`src/rtl/mdu_sequencer_pkg.sv`:
```
// Shared encodings for the multiply/divide sequencer and the execute-stage ALU.
// Operation codes, FSM states and the two ALU control codes the sequencer uses.
package mdu_sequencer_pkg;

  typedef enum logic [1:0] {
    MDU_MUL   = 2'b00,
    MDU_MULHU = 2'b01,
    MDU_DIVU  = 2'b10,
    MDU_REMU  = 2'b11
  } mdu_op_e;

  typedef enum logic [1:0] {
    MDU_IDLE = 2'b00,
    MDU_RUN  = 2'b01,
    MDU_DONE = 2'b10
  } mdu_state_e;

  // Bit 0 of the control code is the ALU carry-in, so SUB computes A + ~B + 1.
  localparam logic [3:0] ALU_ADD = 4'b0010;
  localparam logic [3:0] ALU_SUB = 4'b0011;

  function automatic logic op_is_div(input mdu_op_e op);
    return (op == MDU_DIVU) || (op == MDU_REMU);
  endfunction

  function automatic logic op_takes_hi(input mdu_op_e op);
    return (op == MDU_MULHU) || (op == MDU_REMU);
  endfunction

endpackage

```
`src/rtl/mdu_sequencer.sv`:
```
// RV32M unsigned MUL/MULHU/DIVU/REMU sequencer: shift-add multiply and restoring
// divide, one step per cycle through the shared external ALU.
module mdu_sequencer
  import mdu_sequencer_pkg::*;
#(
  parameter int n = 32
) (
  input  logic         clk,
  input  logic         rst,
  input  logic         start,
  input  logic [1:0]   op,
  input  logic [n-1:0] rs1,
  input  logic [n-1:0] rs2,
  output logic         busy,
  output logic         done,
  output logic [n-1:0] result,
  output logic [n-1:0] alu_a,
  output logic [n-1:0] alu_b,
  output logic [3:0]   alu_ctrl,
  input  logic [n-1:0] alu_sum,
  input  logic         alu_c
);

  localparam int CW = $clog2(n);
  localparam logic [CW-1:0] CNT_LAST = CW'(n - 1);

  mdu_state_e    state_r;
  mdu_op_e       op_r;
  logic [n-1:0]  d_r;
  logic [n-1:0]  hi_r;
  logic [n-1:0]  lo_r;
  logic [CW-1:0] cnt_r;
  logic          busy_r;
  logic          done_r;
  logic [n-1:0]  result_r;
  logic [n-1:0]  alu_a_r;
  logic [n-1:0]  alu_b_r;
  logic [3:0]    alu_ctrl_r;

  logic [n-1:0]  hi_nx_s;
  logic [n-1:0]  lo_nx_s;
  logic [n-1:0]  sum_s;
  logic          carry_s;
  logic [n-1:0]  trial_s;
  logic          qbit_s;
  logic          start_div_s;

  assign start_div_s = op_is_div(mdu_op_e'(op));

  // One iteration of multiply or divide, using this cycle's ALU result.
  always_comb begin
    hi_nx_s = hi_r;
    lo_nx_s = lo_r;
    sum_s   = hi_r;
    carry_s = 1'b0;
    qbit_s  = 1'b0;
    trial_s = {hi_r[n-2:0], lo_r[n-1]};
    if (op_is_div(op_r)) begin
      // The bit shifted out of hi makes the trial value exceed any divisor.
      if (hi_r[n-1] | alu_c) begin
        hi_nx_s = alu_sum;
        qbit_s  = 1'b1;
      end else begin
        hi_nx_s = trial_s;
        qbit_s  = 1'b0;
      end
      lo_nx_s = {lo_r[n-2:0], qbit_s};
    end else begin
      if (lo_r[0]) begin
        carry_s = alu_c;
        sum_s   = alu_sum;
      end else begin
        carry_s = 1'b0;
        sum_s   = hi_r;
      end
      hi_nx_s = {carry_s, sum_s[n-1:1]};
      lo_nx_s = {sum_s[0], lo_r[n-1:1]};
    end
  end

  // Sequencer FSM, datapath registers and registered ALU drive.
  always_ff @(posedge clk or negedge rst) begin
    if (!rst) begin
      state_r    <= MDU_IDLE;
      op_r       <= MDU_MUL;
      d_r        <= '0;
      hi_r       <= '0;
      lo_r       <= '0;
      cnt_r      <= '0;
      busy_r     <= 1'b0;
      done_r     <= 1'b0;
      result_r   <= '0;
      alu_a_r    <= '0;
      alu_b_r    <= '0;
      alu_ctrl_r <= ALU_ADD;
    end else begin
      case (state_r)
        MDU_IDLE: begin
          done_r <= 1'b0;
          if (start) begin
            op_r       <= mdu_op_e'(op);
            d_r        <= start_div_s ? rs2 : rs1;
            hi_r       <= '0;
            lo_r       <= start_div_s ? rs1 : rs2;
            cnt_r      <= '0;
            state_r    <= MDU_RUN;
            busy_r     <= 1'b1;
            // First operand A is the step-0 view of hi=0 and lo.
            alu_a_r    <= start_div_s ? {{(n-1){1'b0}}, rs1[n-1]} : {n{1'b0}};
            alu_b_r    <= start_div_s ? rs2 : rs1;
            alu_ctrl_r <= start_div_s ? ALU_SUB : ALU_ADD;
          end else begin
            busy_r     <= 1'b0;
            alu_a_r    <= '0;
            alu_b_r    <= '0;
            alu_ctrl_r <= ALU_ADD;
          end
        end
        MDU_RUN: begin
          hi_r <= hi_nx_s;
          lo_r <= lo_nx_s;
          if (cnt_r == CNT_LAST) begin
            state_r    <= MDU_DONE;
            done_r     <= 1'b1;
            result_r   <= op_takes_hi(op_r) ? hi_nx_s : lo_nx_s;
            alu_a_r    <= '0;
            alu_b_r    <= '0;
            alu_ctrl_r <= ALU_ADD;
          end else begin
            cnt_r   <= cnt_r + CW'(1);
            alu_a_r <= op_is_div(op_r) ? {hi_nx_s[n-2:0], lo_nx_s[n-1]} : hi_nx_s;
          end
        end
        MDU_DONE: begin
          state_r    <= MDU_IDLE;
          done_r     <= 1'b0;
          busy_r     <= 1'b0;
          alu_a_r    <= '0;
          alu_b_r    <= '0;
          alu_ctrl_r <= ALU_ADD;
        end
        default: begin
          state_r    <= MDU_IDLE;
          done_r     <= 1'b0;
          busy_r     <= 1'b0;
          alu_a_r    <= '0;
          alu_b_r    <= '0;
          alu_ctrl_r <= ALU_ADD;
        end
      endcase
    end
  end

  assign busy     = busy_r;
  assign done     = done_r;
  assign result   = result_r;
  assign alu_a    = alu_a_r;
  assign alu_b    = alu_b_r;
  assign alu_ctrl = alu_ctrl_r;

endmodule

```
`config.mk`:
```
export PLATFORM = sky130hd
export DESIGN_NAME = mdu_sequencer
export DESIGN_NICKNAME = d
export VERILOG_FILES = /design/src/rtl/mdu_sequencer_pkg.sv /design/src/rtl/mdu_sequencer.sv
export SDC_FILE = /design/constraint.sdc
export NUM_CORES = 1
export LEC_CHECK = 0
export BUFFER_PORTS_ARGS = -buffer_cell sky130_fd_sc_hd__buf_2
export CORE_MARGIN = 2
export CORE_UTILIZATION = 30
export CTS_BUF_LIST = sky130_fd_sc_hd__clkbuf_2 sky130_fd_sc_hd__clkbuf_4 sky130_fd_sc_hd__clkbuf_8
export CTS_CLUSTER_SIZE = 25
export DETAILED_ROUTE_END_ITERATION = 10
export GPL_ROUTABILITY_DRIVEN = 0
export PLACE_DENSITY_LB_ADDON = 0.25
export RECOVER_POWER = 50
export SLEW_MARGIN = 20
export SYNTH_ARGS = -nofsm -noshare
export SYNTH_HDL_FRONTEND = slang
export SYNTH_SLANG_ARGS = --single-unit
```
`constraint.sdc`:
```
create_clock -name clk -period 2.45 [get_ports clk]
set_input_delay 0.245 -clock clk [delete_from_list [all_inputs] [get_ports clk]]
set_output_delay 0.245 -clock clk [all_outputs]
set_load 0.005 [all_outputs]
```
==> metrics.csv <==
metric,value,unit
share of cells above drive strength 1,25.00,%
Mean Syn Cell Area,10.05,um^2
setup TNS,0,ns
# IOs,204,
unique cell type count in the Yosys netlist,49,
drt pass-1 iters,5,
largest net degree at the start of global routing,65,
first-pass GRT wire length,44880,um
Synth async-reset ratio,100.0,%
Final #Nets,1177,
Total GRT Usage,18.87,%
Routed WL,29350,um
Initial Util,30.27,%
Leak Pwr,5.097,nW
Die Y,176.3,um
pre-CTS WS,0.3634,ns
DR vias/cell,5.220,
Num CTS Buffers,17,
DRT iter0 DRCs,562,
met3 WL post-DR,1905,um
Highest Signal Layer,met5,
met2 WL,13690,um
Rows,63,
worst-case vdd ir drop,0.0004596,V
DRC,0,
number of global-route vias before repair,7618,
clock tree buffer depth,2,
status,"complete, but fails checks",
GR Overflow Total,0,
DP Area,10300,um^2
die area,31060,um^2
CTS Sinks,172,
Crit Path Class,register to register,
Critical Path Sink Type,register,
Mapped Cells,886,
H-tree Lvls,4,
most frequent cells in the layout,"buf_2 (176), dfrtp_1 (170), nand2_1 (118), mux2i_1 (84), o21ai_0 (64)",
core box area,29400,um^2
CTS Root Cell,clkbuf_8,
initial antenna violation count,3,
setup bufs post-CTS,0,
"most common cell after layout, fill and taps aside",buf_2,
RSZ-0062 raised after global routing,false,
final setup margin,0.3446,ns
"EDFF count, synth",0,
total power,13.78,mW
Seq cells post-synth,172,
Worst Skew,0.01658,ns
Area Growth Syn to Fin,21.98,%
Final min period,2.105,ns
failing checks,"capacitance limit, slew limit",
Fmax,475.0,MHz
Post-Syn Area,8901,um^2
sequential area share after synthesis,48.36,%
Slew headroom,-12.73,%
TritonCTS clock tree,built,
Most used DFF post-synth,dfrtp_1,
Via Count,7705,
met1 wire length,12960,um
ANT nets after route,0,
"Req. time, crit path",2.80,ns
hold_buf cts,18,
setup violators final,0,
PortBufs,200,
post_cts resized,0,
Final Cell Area,10860,um^2
P per Cell Area,1269,nW/um^2
final hold vios,0,
Die W,176.3,um
worst-path maximum fanout,34,
max cap viols,1,
final period utilization,85.93,%
wire length per cell,19.89,um
fin. max-slew vios,59,
Layout Utilization,36.93,%
worst min path class,input pin to register,
CP Data Arrival Time,2.45,ns
DPL Wire Length,21030,um
Worst-Skew Late Latency,0.46,ns
"CTS clk-pin slew, worst paths",0.10,ns
critical path launch point type,register,
Syn. warnings,0,
worst-margin pin slew,1.691,ns
per-stage QoR:
stage               hold slack, ns  cells
finish                     0.03032   1476
global route               0.02363   1476
CTS                       0.002165   1474
detailed placement          0.2889   1426
global placement            0.2910   1426
floorplan                 -0.05059    887
cells in the mapped netlist (all sizes together), types with 2 or more instances:
cell type	n	area (um^2)
dfrtp	172	4304
nand2	119	449.2
mux2i	84	840.8
o21ai	64	320.3
buf	52	320.3
nor2	51	193.9
a21oi	37	188.9
a32o	33	330.3
and3	32	200.2
clkbuf	29	108.9
inv	25	93.84
a31oi	23	143.9
mux2	22	247.7
and2	21	133.9
a222oi	20	200.2
o21a	15	112.6
a211o	14	122.6
a221oi	11	96.34
o311ai	9	78.83
o211ai	8	60.06
o221ai	8	70.07
nand2b	6	37.54
nor2b	5	38.78
nand3	4	20.02
a21o	3	22.52
nor3b	3	38.79
a22oi	2	15.01
conb	2	7.510
ha	2	25.02
nor3	2	10.01
or3b	2	17.52
power by group:
group,total [mW],leakage [nW],switching (mW),internal (mW)
Sequential,5.24,2.05,0.990,4.25
Combinational,6.37,2.85,3.51,2.86
Clock,2.17,0.205,1.10,1.07
sequential cells by signal, summed over array words and instances (netlist names):
signal    count
hi_r         32
alu_a        32
op_r          2
result       32
busy          1
alu_ctrl      1
done          1
lo_r         32
cnt_r         5
alu_b        32
state_r       2
worst max-delay path, stage by stage, from the launching register on:
cell and delay (ns):
dfrtp_1 0.40, ha_1 0.19, and3_1 0.16, ha_1 0.29, nand2_2 0.13, inv_2 0.25
buf_12 0.23, o221ai_1 0.14, o21ai_0 0.10, o21ai_0 0.09
final cells by class:
class                      instances  area, um^2
inverter                          25       93.84
fill                            3045       18540
multi-input combinational        609        4091
tap                              390       488.0
clock inverter                    10       141.4
timing repair buffer             248        1463
clock buffer                      20       269.0
sequential                       172        4307
antenna                            2       5.005
layer usage:
metal	track usage [%]	up-vias
met5	0	-
met4	6.129	2
met3	4.199	39
met2	29.84	257
met1	25.68	3801
li1	-	3606
cells by family after synthesis:
| kind of cell | after synthesis | synth area share [%] |
|---|---|---|
| compound gates | 251 | 20.20 |
| xor+xnor | 1 | 0.09842 |
| fa+ha+maj | 2 | 0.2811 |
| buf+inv | 106 | 5.876 |
| flops | 172 | 48.36 |
| mux | 106 | 12.23 |
| other cells | 2 | 0.08437 |
| simple gates | 246 | 12.88 |
path summary, 6_finish.rpt:
path	start	end	slack, ns	cells after the start
min	op[0]	op_r[0]	0.03	3
max in group asynchronous	rst	op_r[1]	0.38	3
min in group asynchronous	rst	alu_b[21]	0.77	2
min reg2reg	alu_b[4]	alu_b[4]	0.48	2
max reg2reg	cnt_r[0]	result[6]	0.34	9
max	cnt_r[0]	result[6]	0.34	9
Power figures use the tool's default switching activity.
